File: config.mk
export PLATFORM = sky130hd
export DESIGN_NAME = timer_cpu_flat
export DESIGN_NICKNAME = d
export VERILOG_FILES = /design/src/rtl/timer_cpu_if.sv /design/src/rtl/timer_cpu.sv /design/src/flat_wrapper.sv
export SDC_FILE = /design/constraint.sdc
export NUM_CORES = 1
export LEC_CHECK = 0
export BUFFER_PORTS_ARGS = -buffer_cell sky130_fd_sc_hd__clkbuf_2
export CAP_MARGIN = 20
export CORE_MARGIN = 4
export CORE_UTILIZATION = 35
export CTS_BUF_LIST = sky130_fd_sc_hd__clkbuf_2
export DETAILED_ROUTE_END_ITERATION = 8
export PLACE_DENSITY_LB_ADDON = 0.15
export SETUP_SLACK_MARGIN = 0.02
export SLEW_MARGIN = 20
export SYNTH_ARGS = -nofsm -noshare
export SYNTH_HDL_FRONTEND = slang
export SYNTH_SLANG_ARGS = --single-unit
File: constraint.sdc
create_clock -name clk_i -period 2.9 [get_ports clk_i]
set_input_delay 0.29 -clock clk_i [delete_from_list [all_inputs] [get_ports clk_i]]
set_output_delay 0.29 -clock clk_i [all_outputs]
set_load 0.03 [all_outputs]
File: src/rtl/timer_cpu_if.sv
// CPU peripheral bus bundle for the timer: address/write-data/strobe out of the CPU,
// registered read data and level interrupt back into it.
interface timer_cpu_if #(
    parameter int address_width = 32,
    parameter int data_width    = 32
);
    logic [address_width-1:0] address_i;
    logic [data_width-1:0]    data_i;
    logic                     rd_wr_i;
    logic [data_width-1:0]    data_o;
    logic                     irq_o;

    // rd_wr_i=1 commits data_i into the addressed register on that clock edge;
    // data_o always reflects the register selected by address_i one cycle earlier.
    modport master (output address_i, data_i, rd_wr_i, input data_o, irq_o);
    modport slave  (input address_i, data_i, rd_wr_i, output data_o, irq_o);
endinterface

File: src/rtl/timer_cpu.sv
// Memory-mapped down-counting timer with prescaler, auto-reload and level interrupt.
// Registers: CTRL, LOAD, COUNT, STATUS, PRESCALE at k*Address_Wording from BaseAddress.
module timer_cpu #(
    parameter int                       address_width   = 32,
    parameter int                       data_width      = 32,
    parameter int                       Address_Wording = 4,
    parameter logic [address_width-1:0] BaseAddress     = '0
) (
    input  logic       clk_i,
    input  logic       reset_ni,
    timer_cpu_if.slave bus
);
    localparam int NREG = 5;
    localparam int R_CTRL = 0;
    localparam int R_LOAD = 1;
    localparam int R_COUNT = 2;
    localparam int R_STATUS = 3;
    localparam int R_PRESCALE = 4;

    logic                     en_q;
    logic                     auto_q;
    logic                     ie_q;
    logic [data_width-1:0]    load_q;
    logic [data_width-1:0]    count_q;
    logic                     exp_q;
    logic [data_width-1:0]    presc_q;
    logic [data_width-1:0]    pre_q;
    logic                     irq_q;
    logic [data_width-1:0]    rdata_q;

    logic [address_width-1:0] offset;
    logic [NREG-1:0]          sel;
    logic [NREG-1:0]          wr;
    logic                     tick;
    logic                     count_tick;
    logic                     expire;
    logic [data_width-1:0]    rdata;

    // Only exact register offsets decode; anything else (misaligned or past the end) hits nothing.
    assign offset = bus.address_i - BaseAddress;

    always_comb begin
        sel = '0;
        for (int k = 0; k < NREG; k++) begin
            sel[k] = (offset == address_width'(k * Address_Wording));
        end
    end

    assign wr = sel & {NREG{bus.rd_wr_i}};

    // A CTRL write clearing EN stops the counter on that very edge, so its tick is dropped.
    assign tick       = en_q && (pre_q == presc_q) && !(wr[R_CTRL] && !bus.data_i[0]);
    // A COUNT write swallows any tick landing on the same edge.
    assign count_tick = tick && !wr[R_COUNT];
    assign expire     = count_tick && (count_q == '0);

    always_comb begin
        rdata = '0;
        if (sel[R_CTRL])     rdata[2:0] = {ie_q, auto_q, en_q};
        if (sel[R_LOAD])     rdata      = load_q;
        if (sel[R_COUNT])    rdata      = count_q;
        if (sel[R_STATUS])   rdata[0]   = exp_q;
        if (sel[R_PRESCALE]) rdata      = presc_q;
    end

    always_ff @(posedge clk_i or negedge reset_ni) begin
        if (!reset_ni) begin
            en_q    <= 1'b0;
            auto_q  <= 1'b0;
            ie_q    <= 1'b0;
            load_q  <= '0;
            count_q <= '0;
            exp_q   <= 1'b0;
            presc_q <= '0;
            pre_q   <= '0;
            irq_q   <= 1'b0;
            rdata_q <= '0;
        end else begin
            // Prescaler restarts from 0 on any stop or on a 0->1 enable.
            if (wr[R_CTRL] && (!bus.data_i[0] || !en_q)) begin
                pre_q <= '0;
            end else if (en_q) begin
                pre_q <= (pre_q == presc_q) ? '0 : pre_q + data_width'(1);
            end

            // An explicit CTRL write beats the one-shot auto-disable.
            if (wr[R_CTRL]) begin
                en_q   <= bus.data_i[0];
                auto_q <= bus.data_i[1];
                ie_q   <= bus.data_i[2];
            end else if (expire && !auto_q) begin
                en_q <= 1'b0;
            end

            if (wr[R_LOAD])     load_q  <= bus.data_i;
            if (wr[R_PRESCALE]) presc_q <= bus.data_i;

            // Reload samples the pre-edge LOAD, so a same-cycle LOAD write applies next time.
            if (wr[R_COUNT]) begin
                count_q <= bus.data_i;
            end else if (count_tick) begin
                if (count_q != '0)  count_q <= count_q - data_width'(1);
                else if (auto_q)    count_q <= load_q;
            end

            if (expire)                                exp_q <= 1'b1;
            else if (wr[R_STATUS] && bus.data_i[0])    exp_q <= 1'b0;

            irq_q   <= exp_q && ie_q;
            rdata_q <= rdata;
        end
    end

    assign bus.data_o = rdata_q;
    assign bus.irq_o  = irq_q;
endmodule

File: src/flat_wrapper.sv
// flat-port wrapper written by rule: the top's interface ports become plain ports
module timer_cpu_flat 
#(
    parameter int                       address_width   = 32,
    parameter int                       data_width      = 32,
    parameter int                       Address_Wording = 4,
    parameter logic [address_width-1:0] BaseAddress     = '0
)
  (clk_i, reset_ni, bus_address_i, bus_data_i, bus_rd_wr_i, bus_data_o, bus_irq_o);
  timer_cpu_if #(.address_width(address_width), .data_width(data_width)) bus_i ();
  input  logic clk_i;
  input  logic reset_ni;
  input wire logic [$bits(bus_i.address_i)-1:0] bus_address_i;
  input wire logic [$bits(bus_i.data_i)-1:0] bus_data_i;
  input wire logic [$bits(bus_i.rd_wr_i)-1:0] bus_rd_wr_i;
  output wire logic [$bits(bus_i.data_o)-1:0] bus_data_o;
  output wire logic [$bits(bus_i.irq_o)-1:0] bus_irq_o;
  assign bus_i.address_i = bus_address_i;
  assign bus_i.data_i = bus_data_i;
  assign bus_i.rd_wr_i = bus_rd_wr_i;
  assign bus_data_o = bus_i.data_o;
  assign bus_irq_o = bus_i.irq_o;
  timer_cpu #(.address_width(address_width), .data_width(data_width), .Address_Wording(Address_Wording), .BaseAddress(BaseAddress)) u_core (.clk_i(clk_i), .reset_ni(reset_ni), .bus(bus_i));
endmodule
Yosys cells after proc, flatten, opt, wreduce, memory -nomap -nowiden
Index checks and enable logic that the tools add are counted.
{"block": "totals", "register_bits": 165, "input_bits": 67}
{"block": "op_classes", "addsub": 2, "eq_ne": 5, "mux": 16, "n_bitwise": 1, "reduce_logical": 24}
{"cell": "$mux W32", "n": 10}
{"cell": "$eq A32 B4 Y1 const B", "n": 2}
{"cell": "$logic_not A32 Y1", "n": 2}
{"cell": "$add A32 B1 Y32 const B", "n": 1}
{"cell": "$eq A32 B3 Y1 const B", "n": 1}
{"cell": "$eq A32 B32 Y1", "n": 1}
{"cell": "$eq A32 B5 Y1 const B", "n": 1}
{"cell": "$reduce_bool A32 Y1", "n": 1}
{"cell": "$sub A32 B1 Y32 const B", "n": 1}
{"cell": "$logic_and A1 B1 Y1", "n": 9}
{"cell": "$reduce_bool A2 Y1", "n": 4}
{"cell": "$and A5 B5 Y5", "n": 1}
{"cell": "$logic_not A1 Y1", "n": 5}
{"cell": "$mux W1", "n": 5}
{"cell": "$mux W3", "n": 1}
{"cell": "$reduce_bool A3 Y1", "n": 1}
{"cell": "$reduce_and A2 Y1", "n": 1}
{"cell": "$logic_or A1 B1 Y1", "n": 1}

Depth between registers and ports, before layout
Gate-level depths: netlist of the first run.
{"block": "depth", "ltp_word": 10, "ltp_mapped": 11, "ltp_nobuf": 8}

Worst setup path after synthesis of the first run
Ideal clock, no wire load.
{"block": "synth_path", "path_type": "register to register", "start": "reg u_core.count_q[10]", "end": "reg u_core.count_q[16]", "arrival_ns": 2.601, "t_required_ns": 2.829, "setup_slack_ns": 0.229, "stages_incl_launch_ff": 8, "path_buffers": 1, "period_less_slack_ns": 2.671, "path_cell_list": "dfrtp_1 > or4_4 > or4_4 > buf_6 > nor4_4 > nor2_1 > or4_1 > nand4_1"}
{"block": "synth_via", "elab_chain_cells": 4}
{"element": "start: declaration", "line_no": "timer_cpu.sv:24", "text": "logic [data_width-1:0] count_q;"}
{"element": "start signal: assignment", "line_no": "timer_cpu.sv:100", "text": "count_q <= bus.data_i;"}
{"element": "start signal: assignment", "line_no": "timer_cpu.sv:102", "text": "if (count_q != '0) count_q <= count_q - data_width'(1);"}
{"element": "start signal: assignment", "line_no": "timer_cpu.sv:103", "text": "else if (auto_q) count_q <= load_q;"}
{"element": "$sub A32 B1 Y32 or $reduce_bool A32 Y1 (tied branches)", "line_no": "timer_cpu.sv:102"}
{"element": "$mux W32", "line_no": "timer_cpu.sv:102"}
{"element": "$mux W32", "line_no": "timer_cpu.sv:101", "text": "end else if (count_tick) begin"}
{"element": "$mux W32", "line_no": "timer_cpu.sv:99", "text": "if (wr[R_COUNT]) begin"}
Several ways; a longest one is shown, not always the timed one. The select of a mux whose other input is x is not followed.
A chain may end at the register's enable or synchronous reset.

Final worst setup path of the first run
{"block": "layout_path", "start": "reg u_core.count_q[16]", "end": "reg u_core.count_q[29]"}
Same word-level chain as after synthesis.

==> results.md, run 1 <==
| Group | Result | Value |
| --- | --- | --- |
| status | Result of the run | finished clean |
| floorplanning | # rows | 57 |
| timing | Slew @ Worst Pin | 0.710 ns |
| clocking | Clock sinks | 165 |
| floorplanning | Count of boundary I/O pins | 100 |
| logic synthesis | Async set-or-reset flop fraction in the synthesized netlist | 100% |
| logic synthesis | Flip-flop and latch count after synthesis | 165 |
| place | IO Port Bufs | 99 |
| timing | Setup TNS | 0 ns |
| critical path | Crit path top cell by count | sky130_fd_sc_hd__or4_4 |
| finish | Fraction of final layout cells sized beyond drive strength 1 | 26.6% |
| route | Drt wl/cell | 20.2 µm |
| route | Via count | 7539 |
| global route | Vias in the first global route | 7457 |
| route | Number of detailed-routing iterations run before antenna repair | 7 |
| critical path | CP startpoint kind | register |
| critical path | Count of buffering cells on the critical path with inverters included | 1 |
| timing | Final Critical Period | 2.77 ns |
| logic synthesis | Post-synth top flop | sky130_fd_sc_hd__dfrtp_1 |
| clocking | Clock tree from TritonCTS | built |
| job | Maxcap violations | 0 |
| finish | Layout overhead on the synthesized area | 21.1% |
| logic synthesis | Syn Nets | 954 |
| route | Total wirelength of the detailed-routed design | 27900 µm |
| place | Placed instance count | 1312 |
| critical path | Longest individual stage delay on the worst path | 0.59 ns |
| finish | Non-filler cells in the finished layout | 1380 |
| place | Sum of net half-perimeters after detailed placement | 20300 µm |
| logic synthesis | Synthesis Warnings | 0 |
| critical path | Slowest CP cell | sky130_fd_sc_hd__or4_4 |
| clocking | Longest Clk Path Bufs | 2 |
| floorplanning | Die Height | 166 µm |
| logic synthesis | Unique masters post-synth | 63 |
| critical path | Critical Path AT | 3.38 ns |
| power and ir drop | Power per standard cell area | 353 nW/µm² |
| critical path | Critical Setup Path Class | reg2reg |
| logic synthesis | Post-synth EDFFs | 0 |
| power and ir drop | Total power after layout | 0.00373 W |
| route | Number of nets still failing antenna checks after routing | 0 |
| timing | Final number of setup-violating endpoints | 0 |
| route | Detailed router's first-iteration violation count | 676 |
| worst hold path | Hold Path Class | in2reg |
| clocking | Total CTS buffers | 17 |
| floorplanning | Die Area | 27500 µm² |
| clocking | Worst-path clk slew | 0.22 ns |
| finish | Fill cell total of the finished layout | 2479 |
| timing | Maximum achievable frequency | 361 MHz |
| timing | Number of hold-slack violations in the final timing report | 0 |
| finish | Total number of nets in the final design | 1118 |
| place | Gp weighted congestion | 0.945 |
| timing | RSZ-0062 raised after global routing | yes |
| global route | Total congestion overflow | 0 |
| critical path | Maximum fanout count along the critical path | 9 |
| timing | Setup ws final | 0.132 ns |
| logic synthesis | Mapped Avg Cell Area | 9.87 µm² |
| clocking | Clock tree root driver cell | sky130_fd_sc_hd__clkbuf_2 |
| logic synthesis | Gate count of the mapped netlist | 884 |
| clocking | Number of H-tree levels | 4 |
| critical path | Cells traversed along the worst timing path | or4_4, or4_4, buf_4, nor3_4, and3_4, a21oi_1, o211ai_1, nand4_1 |
| timing | Part of the cycle the worst path needs | 95.5% |
| timing | Post-route clock skew | 0.0407 ns |
| floorplanning | Area inside the core boundary | 24400 µm² |
| timing | Worst slew margin relative to its limit | 52.7% |
| global route | Initial antenna violation count | 1 |
| power and ir drop | Peak supply drop | 0.219 mV |
| floorplanning | Initial Util | 35.8% |
| logic synthesis | Sequential area share after synthesis | 47.3% |
| critical path | Kind of capture point of the worst setup path | register |
| route | DR vias/cell | 5.46 |
| global route | Total Routing Usage GR | 20.2% |
| place | Worst slack after detailed placement | 0.123 ns |
| critical path | Data required time of the worst path | 3.51 ns |
| clocking | Worst skew pair latency | 0.74 ns |
| critical path | Family with the most delay on the worst path | simple AND/OR/NAND/NOR gates |
| logic synthesis | Post-synthesis instance area | 8720 µm² |
| global route | Wire length of the first global-routing pass | 44200 µm |
| floorplanning | Chip Width | 166 µm |
| timing | Pins Over Slew Limit | 0 |
| route | DRC violations left | 0 |
| global route | Pin count of the biggest net entering global routing | 70 |
| power and ir drop | Leakage power total | 5.26 nW |
==> synth_stat cells (10+ instances only) <==
cell type / number / area, µm²
sky130_fd_sc_hd__dfrtp_1: 165 / 4130
sky130_fd_sc_hd__nor2_1: 86 / 323
sky130_fd_sc_hd__nand2_1: 72 / 270
sky130_fd_sc_hd__mux2_2: 67 / 754
sky130_fd_sc_hd__xor2_1: 45 / 394
sky130_fd_sc_hd__inv_1: 43 / 161
sky130_fd_sc_hd__clkbuf_1: 40 / 150
sky130_fd_sc_hd__o21ai_0: 40 / 200
sky130_fd_sc_hd__a21oi_1: 30 / 150
sky130_fd_sc_hd__a222oi_1: 29 / 290
sky130_fd_sc_hd__nand3_1: 27 / 135
sky130_fd_sc_hd__nor4_1: 25 / 156
sky130_fd_sc_hd__nand4_1: 19 / 119
sky130_fd_sc_hd__nor3_1: 18 / 90.1
sky130_fd_sc_hd__and3_1: 17 / 106
sky130_fd_sc_hd__o211ai_1: 13 / 97.6
sky130_fd_sc_hd__or3_1: 13 / 81.3
sky130_fd_sc_hd__a31oi_1: 12 / 75.1
sky130_fd_sc_hd__mux2i_1: 11 / 110
sky130_fd_sc_hd__xnor2_1: 10 / 87.6
==> area by class of cell <==
type	instances	area (µm²)	share of cell area, %
clock buffer	18	90.1	0.853
timing repair buffer	198	1390	13.1
inverter	43	161	1.53
multi-input combinational	623	4270	40.4
clock inverter	7	113	1.07
sequential	165	4130	39.1
antenna	2	5.00	0.0474
tap	324	405	3.84
==> layer usage <==
metal	share of wire (%)	global-route usage, %	wire length, µm
met3	5.6	3.74	1580
met5	0	0	0
met2	46	31.3	12900
met1	47	29.5	13000
met4	1.7	4.70	475
==> layout by cell type, fill, tap and decap left out, types with 3 or more instances in the layout <==
cell	synthesis	layout
sky130_fd_sc_hd__or3_1	13	13
sky130_fd_sc_hd__a211oi_1	6	6
sky130_fd_sc_hd__mux2_2	67	67
sky130_fd_sc_hd__bufinv_16	0	3
sky130_fd_sc_hd__a22o_1	7	7
sky130_fd_sc_hd__xor2_1	45	45
sky130_fd_sc_hd__nand2_1	72	72
sky130_fd_sc_hd__nand4_1	19	19
sky130_fd_sc_hd__dlygate4sd3_1	0	35
sky130_fd_sc_hd__a31o_2	3	3
sky130_fd_sc_hd__nand2b_1	3	3
sky130_fd_sc_hd__or4_4	2	3
sky130_fd_sc_hd__ha_1	3	3
sky130_fd_sc_hd__nor2_1	86	84
sky130_fd_sc_hd__buf_12	0	4
sky130_fd_sc_hd__or4_1	7	6
sky130_fd_sc_hd__o211ai_1	13	13
sky130_fd_sc_hd__or2_2	4	4
sky130_fd_sc_hd__inv_1	43	43
sky130_fd_sc_hd__a31oi_1	12	12
sky130_fd_sc_hd__a222oi_1	29	29
sky130_fd_sc_hd__and4_1	3	3
sky130_fd_sc_hd__nor3_1	18	17
sky130_fd_sc_hd__mux2i_1	11	11
sky130_fd_sc_hd__and3_1	17	16
sky130_fd_sc_hd__dfrtp_1	165	164
sky130_fd_sc_hd__a21oi_1	30	30
sky130_fd_sc_hd__nor4_2	0	3
sky130_fd_sc_hd__xnor2_1	10	10
sky130_fd_sc_hd__and2_1	7	7
sky130_fd_sc_hd__clkbuf_2	0	116
sky130_fd_sc_hd__nor2b_1	6	5
sky130_fd_sc_hd__buf_4	1	59
sky130_fd_sc_hd__nor4_1	25	22
sky130_fd_sc_hd__o31ai_1	6	6
sky130_fd_sc_hd__nand3_1	27	27
sky130_fd_sc_hd__o21ai_0	40	40
==> worst reg2reg max path, delay by kind of cell, from the launching register on <==
family / cells / cell delay (ns)
buffers and inverters: 1 / 0.21
DFF: 1 / 0.46
AOI/OAI and AO/OA: 2 / 0.24
and+or+nand+nor: 5 / 1.72
==> logic make-up after synthesis <==
family                   count (synthesis)  synth area share [%]
flip-flops                             165                  47.3
adder cells (fa/ha/maj)                  3                 0.430
AND/OR/NAND/NOR                        320                  18.7
multiplexers                            79                  10.2
buffers and inverters                   96                  4.42
XOR/XNOR                                55                  5.52
AO/OA/AOI/OAI                          166                  13.4
==> final timing paths <==
check,end,slack (ns),startpoint,depth (start not counted)
worst max-delay path,u_core.count_q[29]$_DFFE_PN0P_,0.13,u_core.count_q[16]$_DFFE_PN0P_,8
worst min-delay path,u_core.exp_q$_DFFE_PN0P_,0.06,bus_address_i[2],4
worst max register to register,u_core.count_q[29]$_DFFE_PN0P_,0.13,u_core.count_q[16]$_DFFE_PN0P_,8
worst min register to register,u_core.ie_q$_DFFE_PN0N_,0.53,u_core.ie_q$_DFFE_PN0N_,2
max in group asynchronous,u_core.load_q[26]$_DFFE_PN0P_,1.93,reset_ni,3
min in group asynchronous,u_core.pre_q[26]$_DFFE_PN0P_,0.10,reset_ni,2
==> report_power, final <==
group | switching, W | total (W) | internal (W)
logic | 0.0000985 | 0.000174 | 0.0000753
clock network | 0.000803 | 0.00125 | 0.000445
registers | 0.00000000223 | 0.00231 | 0.00231
total | 0.000902 | 0.00373 | 0.00283
==> flip-flops by register name, indices dropped and copies added, names as in the netlist <==
name,flops
u_core.auto_q,1
u_core.bus.data_o,32
u_core.bus.irq_o,1
u_core.count_q,32
u_core.en_q,1
u_core.exp_q,1
u_core.ie_q,1
u_core.load_q,32
u_core.pre_q,32
u_core.presc_q,32
==> metrics by stage <==
| stage | hold slack [ns] | area (µm²) | util (%) |
|---|---|---|---|
| 3_5_place_dp | 0.360 | 9900 | 40.6 |
| 2_1_floorplan | -0.00559 | 8720 | - |
| 3_3_place_gp | 0.370 | 9900 | 40.6 |
| 5_1_grt | 0.0442 | 10600 | 43.3 |
| 6_report | 0.0593 | 10600 | 43.3 |
| 4_1_cts | 0.0242 | 10500 | 42.9 |
==> repair_timing <==
item	4_1_cts	5_1_grt
endpoints found under the setup margin	0	24
buffers inserted	0	6
hold buffers	35	0
hold endpoints to repair	174	0
gates resized for setup	0	11
Note: power is estimated with default switching activity, not from simulation.
==> inputs of run 2 (changes only) <==
Settings changed: ABC_AREA from default to 1, CELL_PAD_IN_SITES_DETAIL_PLACEMENT from default to 0, CELL_PAD_IN_SITES_GLOBAL_PLACEMENT from default to 2, CORE_UTILIZATION 35 to 34.
==> run 2 against run 1 <==
Effect of this change:
- power rose by 3.6%
- worst hold slack improved by 0.062 ns
- setup slack improved by 0.13 ns
- global-route usage rose by 2.7 points
- cell area rose by 12%
- critical endpoint is now u_core.pre_q[7]$_DFFE_PN0P_
- largest cell class unchanged
==> results.md, run 2 <==
| Group | Result | Value |
| --- | --- | --- |
| status | Result of the run | finished clean |
| global route | Total congestion overflow | 0 |
| clocking | Worst-path clk slew | 0.32 ns |
| finish | Most common cell after layout, fill and taps aside | sky130_fd_sc_hd__nand2_1 |
| timing | Final number of setup-violating endpoints | 0 |
| critical path | Kind of capture point of the worst setup path | register |
| place | IO Port Bufs | 99 |
| power and ir drop | Leakage power total | 6.13 nW |
| logic synthesis | Flip-flop and latch count after synthesis | 165 |
| global route | Initial antenna violation count | 1 |
| place | Sum of net half-perimeters after detailed placement | 28400 µm |
| global route | Wire length of the first global-routing pass | 58600 µm |
| finish | Top library cells by usage in the layout, fill and taps aside | 447 x sky130_fd_sc_hd__nand2_1, 195 x sky130_fd_sc_hd__nor2_1, 186 x sky130_fd_sc_hd__inv_1 |
| timing | Post-route clock skew | 0.0594 ns |
| clocking | Worst skew pair latency | 0.80 ns |
| finish | Layout overhead on the synthesized area | 16.6% |
| route | Max layer used | met4 |
| clocking | Number of H-tree levels | 4 |
| logic synthesis | Synthesis Warnings | 0 |
| place | Worst slack after detailed placement | 0.456 ns |
| route | Number of detailed-routing iterations run before antenna repair | 5 |
| timing | Hold_ws | 0.121 ns |
| critical path | Register-to-Register Setup Slack | 0.43 ns |
| power and ir drop | Power per standard cell area | 325 nW/µm² |
| timing | Maximum achievable frequency | 379 MHz |
| logic synthesis | Mapped Avg Cell Area | 6.69 µm² |
| clocking | Count of hold buffers inserted by post-cts repair | 47 |
| global route | Total Routing Usage GR | 22.9% |
| clocking | Longest Clk Path Bufs | 2 |
| logic synthesis | Unique masters post-synth | 35 |
| floorplanning | # rows | 63 |
| global route | Pin count of the biggest net entering global routing | 65 |
| critical path | Timing endpoint of the critical path | u_core.pre_q[7]$_DFFE_PN0P_ |
| logic synthesis | Post-synth EDFFs | 0 |
| route | Via count | 10100 |
| route | Routed metal-1 wire length | 18800 µm |
| logic synthesis | Sequential area share after synthesis | 40.6% |
| floorplanning | Die Area | 32800 µm² |
| logic synthesis | Area fraction of the dominant cell type after synthesis | 40.6% |
| timing | Final Critical Period | 2.64 ns |
| logic synthesis | Biggest area contributors in the synthesized netlist | sky130_fd_sc_hd__dfrtp_1 41%, sky130_fd_sc_hd__nand2_1 16%, sky130_fd_sc_hd__nor2_1 7.2% |
| timing | Number of hold-slack violations in the final timing report | 0 |
| critical path | CP startpoint kind | input port |
| critical path | Endpoint of the lowest-slack register-to-register path | u_core.count_q[18]$_DFFE_PN0P_ |
| floorplanning | Area inside the core boundary | 29600 µm² |
| timing | Worst slew margin relative to its limit | 58.8% |
| logic synthesis | Post-synthesis instance area | 10200 µm² |
| logic synthesis | Async set-or-reset flop fraction in the synthesized netlist | 100% |
| logic synthesis | Syn Nets | 1591 |
| floorplanning | Die Height | 181 µm |
| clocking | Clock sinks | 165 |
| route | Routed length on met2 | 16700 µm |
| critical path | Critical Path Start | bus_address_i[2] |
| power and ir drop | Peak supply drop | 0.228 mV |
| worst hold path | Hold Path Class | in2reg |
| logic synthesis | Commonest cells in the synthesized netlist | 447 x sky130_fd_sc_hd__nand2_1, 195 x sky130_fd_sc_hd__nor2_1, 186 x sky130_fd_sc_hd__inv_1 |
| timing | Setup TNS | 0 ns |
| route | Number of nets still failing antenna checks after routing | 0 |
| critical path | Start of the worst register-to-register path | u_core.count_q[0]$_DFFE_PN0P_ |
| critical path | Maximum fanout count along the critical path | 23 |
| logic synthesis | Gate count of the mapped netlist | 1521 |
| floorplanning | Count of boundary I/O pins | 100 |
| logic synthesis | Post-synth top flop | sky130_fd_sc_hd__dfrtp_1 |
| clocking | Total CTS buffers | 17 |
| clocking | Resized Gates After CTS | 0 |
| finish | Total number of nets in the final design | 1724 |
| timing | Setup ws final | 0.262 ns |
| route | Total wirelength of the detailed-routed design | 37400 µm |
| floorplanning | Initial Util | 34.4% |
| logic synthesis | Yosys top cell by area | sky130_fd_sc_hd__dfrtp_1 |
| clocking | Post-CTS setup repair buffer count | 0 |
| route | DRC violations left | 0 |
| timing | Part of the cycle the worst path needs | 91.0% |
| timing | RSZ-0062 raised after global routing | no |
| logic synthesis | Cell with the most instances after synthesis | sky130_fd_sc_hd__nand2_1 |
| clocking | Clock tree root driver cell | sky130_fd_sc_hd__clkbuf_2 |
| timing | Pins Over Slew Limit | 0 |
| critical path | Critical Path AT | 3.32 ns |
| floorplanning | Chip Width | 181 µm |
| timing | Slew @ Worst Pin | 0.617 ns |
| clocking | Clock tree from TritonCTS | built |
| finish | Fraction of final layout cells sized beyond drive strength 1 | 11.2% |
| place | Gp weighted congestion | 0.871 |
| critical path | R2R cell count | 11 |
| critical path | Data required time of the worst path | 3.58 ns |
| critical path | Critical Setup Path Class | in2reg |
| route | Detailed router's first-iteration violation count | 702 |
| route | Amount of wire on met3 after detailed routing | 1600 µm |
| route | Drt wl/cell | 18.2 µm |
| job | Maxcap violations | 0 |
| global route | Vias in the first global route | 9781 |
| route | DR vias/cell | 4.91 |
## run 2: changes by cell type in the layout (fill, tap and decap cells not counted), moves of 29 or more
cell	change
sky130_fd_sc_hd__o21ai_0	+98
sky130_fd_sc_hd__mux2_2	-67
sky130_fd_sc_hd__nand3_1	+114
sky130_fd_sc_hd__inv_1	+143
sky130_fd_sc_hd__a222oi_1	-29
sky130_fd_sc_hd__nand2_1	+375
sky130_fd_sc_hd__nor2_1	+111
sky130_fd_sc_hd__buf_4	-36
## run 2: worst min-delay path by stage
stage | startpoint | to | slack (ns) | cells after the start
final | bus_address_i[1] | u_core.bus.data_o[1]$_DFF_PN0_ | 0.12 | 8
after global routing | bus_address_i[13] | u_core.bus.data_o[0]$_DFF_PN0_ | 0.08 | 7
after CTS | bus_address_i[5] | u_core.bus.data_o[0]$_DFF_PN0_ | 0.04 | 7
after detailed placement | reset_ni | u_core.pre_q[1]$_DFFE_PN0P_ | 0.29 | 1
after global placement | reset_ni | u_core.pre_q[2]$_DFFE_PN0P_ | 0.29 | 1
after floorplan | reset_ni | u_core.auto_q$_DFFE_PN0N_ | -0.006 | 0
## run 2: cell families after synthesis
kind of cell,after synthesis,synth area share [%]
flops,165,40.6
fa+ha+maj,3,0.369
xor+xnor,39,3.36
simple gates,877,36.5
buf+inv,250,9.82
compound gates,187,9.37
## run 2: final cells by class
cell class / count / area (µm²)
diodes: 2 / 5.00
clock buffers: 17 / 85.1
clock inverters: 14 / 163
fillers: 3258 / 17700
inverters: 192 / 721
multi-input cells: 1106 / 5050
flip-flops and latches: 165 / 4130
well taps: 390 / 488
repair buffers: 172 / 1220
## run 2: stage by stage
stage / util (%) / instances / total power, W / instance area, µm²
global placement: 37.6 / 1978 / 0.00250 / 11100
finish: 40.1 / 2058 / 0.00386 / 11900
global route: 40.1 / 2058 / 0.00402 / 11900
detailed placement: 37.6 / 1978 / 0.00250 / 11100
CTS: 40.1 / 2056 / 0.00391 / 11900
floorplan: - / 1521 / 0.00237 / 10200
## run 2: report_power, final
part	internal [W]	total (W)	switching [W]
registers	0.00231	0.00231	0.00000000000863
logic	0.0000856	0.000206	0.000120
clock network	0.000291	0.00135	0.00106
## run 2: metal layers
layer  GRT usage (%)  vias to the layer above
li1                -                     5064
met1            35.0                     4777
met2            35.4                      241
met3            3.02                       20
met4            3.48                        0
met5               0                        -
## run 2: critical path: stages
cell                            delay [ns]
sky130_fd_sc_hd__dlygate4sd3_1        0.55
sky130_fd_sc_hd__clkbuf_2             0.16
sky130_fd_sc_hd__nor3_2               0.15
sky130_fd_sc_hd__dlygate4sd3_1        0.60
sky130_fd_sc_hd__nand3_1              0.09
sky130_fd_sc_hd__nor2_2               0.23
sky130_fd_sc_hd__nand2_1              0.17
sky130_fd_sc_hd__inv_1                0.17
sky130_fd_sc_hd__nand2_2              0.35
sky130_fd_sc_hd__nand2_1              0.43
sky130_fd_sc_hd__nor3_1               0.11
==> inputs of run 3 (changes only) <==
Settings changed: ABC_AREA 1 to default, CORE_UTILIZATION 34 to 35.
==> run 3 against run 2 <==
Effect of this change:
- non-clock buffer count up 32
- utilization is 3.5 points higher
- setup slack lost 0.16 ns
- count of clock-buffer cells in the layout rose by 1
- cell area decreased by 10%
- critical path depth is 3 lower
- clock skew fell by 0.00092 ns
- clock power fell by 4%
- flip-flop and latch count did not move
- critical path type is now reg2reg
- largest power group unchanged
==> results.md, run 3 (synthesis results as in run 1) <==
| Group | Result | Value |
| --- | --- | --- |
| timing | Setup TNS | 0 ns |
| global route | Pin count of the biggest net entering global routing | 64 |
| global route | Total Routing Usage GR | 21.5% |
| route | Total wirelength of the detailed-routed design | 29900 µm |
| critical path | Family with the most delay on the worst path | simple AND/OR/NAND/NOR gates |
| route | Number of nets still failing antenna checks after routing | 0 |
| worst hold path | Hold Path Class | in2reg |
| finish | Most common cell after layout, fill and taps aside | sky130_fd_sc_hd__dfrtp_1 |
| critical path | Data required time of the worst path | 3.60 ns |
| critical path | CP startpoint kind | register |
| route | Number of detailed-routing iterations run before antenna repair | 7 |
| power and ir drop | Total power after layout | 0.00378 W |
| route | Via count | 7634 |
| timing | Part of the cycle the worst path needs | 96.5% |
| place | IO Port Bufs | 99 |
| critical path | Cells traversed along the worst timing path | or4_1, or4_4, nor4_4, buf_4, buf_12, nor2_1, or4_1, nand4_1 |
| power and ir drop | Power per standard cell area | 355 nW/µm² |
| floorplanning | Count of boundary I/O pins | 100 |
| critical path | Kind of capture point of the worst setup path | register |
| route | DR vias/cell | 5.48 |
| clocking | Total CTS buffers | 17 |
| floorplanning | Die Area | 27500 µm² |
| timing | Final Critical Period | 2.80 ns |
| timing | Post-route clock skew | 0.0585 ns |
| timing | Pins Over Slew Limit | 0 |
| clocking | Number of H-tree levels | 4 |
| power and ir drop | Sequential share of power | 61.1% |
| place | Gp weighted congestion | 0.857 |
| global route | Wire length of the first global-routing pass | 46000 µm |
| finish | Top library cells by usage in the layout, fill and taps aside | 165 x sky130_fd_sc_hd__dfrtp_1, 116 x sky130_fd_sc_hd__clkbuf_2, 85 x sky130_fd_sc_hd__nor2_1 |
| critical path | Register-to-Register Setup Slack | 0.10 ns |
| power and ir drop | Part of the total power dissipated in the clock network | 34.1% |
| finish | Fraction of final layout cells sized beyond drive strength 1 | 26.8% |
| floorplanning | Initial Util | 35.8% |
| finish | Layout overhead on the synthesized area | 22.0% |
| finish | Total number of nets in the final design | 1124 |
| place | Sum of net half-perimeters after detailed placement | 21600 µm |
| power and ir drop | Logic pwr share | 4.8% |
| power and ir drop | Switching Power | 0.00104 W |
| timing | Worst slew margin relative to its limit | 61.4% |
| critical path | Slowest CP cell | sky130_fd_sc_hd__or4_4 |
| critical path | Maximum fanout count along the critical path | 10 |
| global route | Total congestion overflow | 0 |
| clocking | Worst-path clk slew | 0.25 ns |
| timing | Final number of setup-violating endpoints | 0 |
| finish | Post-route cell area | 10600 µm² |
| clocking | Clock tree root driver cell | sky130_fd_sc_hd__clkbuf_2 |
| clocking | Clock sinks | 165 |
| clocking | Clock tree from TritonCTS | built |
| floorplanning | # rows | 57 |
| critical path | Crit path top cell by count | sky130_fd_sc_hd__or4_1 |
| floorplanning | Area inside the core boundary | 24400 µm² |
| power and ir drop | Leakage power total | 5.34 nW |
| critical path | Critical Path AT | 3.50 ns |
| place | Area after DPL | 9950 µm² |
| route | DRC violations left | 0 |
| status | Result of the run | finished clean |
| finish | Final cell utilization of the core | 43.6% |
| job | Maxcap violations | 0 |
| floorplanning | Chip Width | 166 µm |
| power and ir drop | Peak supply drop | 0.217 mV |
| route | Detailed router's first-iteration violation count | 615 |
| power and ir drop | Internal power contribution | 0.00273 W |
| critical path | Longest individual stage delay on the worst path | 0.64 ns |
| global route | Initial antenna violation count | 1 |
| timing | Maximum achievable frequency | 357 MHz |
| finish | Fill cell total of the finished layout | 2444 |
| critical path | Critical Setup Path Class | reg2reg |
| timing | Number of hold-slack violations in the final timing report | 0 |
| global route | Vias in the first global route | 7621 |
| timing | RSZ-0062 raised after global routing | no |
| route | Drt wl/cell | 21.5 µm |
| timing | Slew @ Worst Pin | 0.578 ns |
| clocking | Worst skew pair latency | 0.77 ns |
| clocking | Longest Clk Path Bufs | 2 |
| power and ir drop | Net switching share of the total power | 27.6% |
| critical path | Count of buffering cells on the critical path with inverters included | 2 |
| finish | Multi-input gate area in the final layout | 4230 µm² |
| finish | Register area | 4130 µm² |
| floorplanning | Die Height | 166 µm |
## run 3: changes by cell type in the layout (fill, tap and decap cells not counted), sizes merged, moves of 67 or more
cell   before  now
inv       199   51
nor2      206   86
nand2     453   72
nand3     144   27
mux2        0   67
o21ai     144   42
## run 3: final timing paths
| check | start | to | cells after the start |
|---|---|---|---|
| min in group asynchronous | reset_ni | u_core.bus.data_o[28]$_DFF_PN0_ | 4 |
| max reg2reg | u_core.count_q[17]$_DFFE_PN0P_ | u_core.count_q[16]$_DFFE_PN0P_ | 8 |
| max | u_core.count_q[17]$_DFFE_PN0P_ | u_core.count_q[16]$_DFFE_PN0P_ | 8 |
| min | bus_address_i[18] | u_core.en_q$_DFFE_PN0P_ | 6 |
| min reg2reg | u_core.ie_q$_DFFE_PN0N_ | u_core.ie_q$_DFFE_PN0N_ | 2 |
| max in group asynchronous | reset_ni | u_core.count_q[8]$_DFFE_PN0P_ | 4 |
## run 3: timing repair
item | in CTS | in global routing
gates resized for setup | 0 | 2
pin swaps | 1 | 6
hold buffers | 38 | 0
hold endpoints to repair | 266 | 0
setup endpoints to repair | 2 | 9
setup buffers | 0 | 7
## run 3: final cells by class
| type | count | area share, % |
|---|---|---|
| Antenna cell | 1 | 0.0235 |
| Clock buffer | 18 | 0.846 |
| Clock inverter | 14 | 1.32 |
| Inverter | 43 | 1.52 |
| Multi-Input combinational cell | 623 | 39.7 |
| Sequential cell | 165 | 38.8 |
| Tap cell | 324 | 3.81 |
| Timing Repair Buffer | 204 | 14.0 |
## run 3: per-stage QoR
stage                     setup slack (ns)  cells  hold slack (ns)
after global placement              0.0915   1314            0.249
after global routing                0.0169   1392            0.108
after floorplan                      0.229    884         -0.00559
after detailed placement            0.0551   1314            0.254
final                                0.100   1392            0.124
after CTS                           0.0519   1384           0.0446
## run 3: power groups by stage
stage / Clock [W] / Combinational (W) / Sequential [W]
finish: 0.00129 / 0.000180 / 0.00231
global route: 0.00142 / 0.000203 / 0.00231
CTS: 0.00133 / 0.000186 / 0.00231
detailed placement: 0 / 0.000141 / 0.00234
global placement: 0 / 0.000140 / 0.00234
floorplan: 0 / 0.0000135 / 0.00234
## run 3: tightest hold or removal path: stages
cell and delay [ns]:
sky130_fd_sc_hd__clkbuf_2 0.08, sky130_fd_sc_hd__or4_1 0.09, sky130_fd_sc_hd__nor2_1 0.06, sky130_fd_sc_hd__nand4_1 0.07
sky130_fd_sc_hd__buf_4 0.16, sky130_fd_sc_hd__o21ai_0 0.08
## run 3: routing by layer
| layer | routed length [µm] | global-route usage [%] | part of all wire (%) | up-vias |
|---|---|---|---|---|
| li1 | - | - | - | 3575 |
| met1 | 13500 | 29.8 | 45 | 3820 |
| met2 | 14500 | 35.5 | 49 | 218 |
| met3 | 1550 | 3.98 | 5.2 | 21 |
| met4 | 318 | 4.05 | 1.1 | 0 |
| met5 | 0 | 0 | 0 | - |
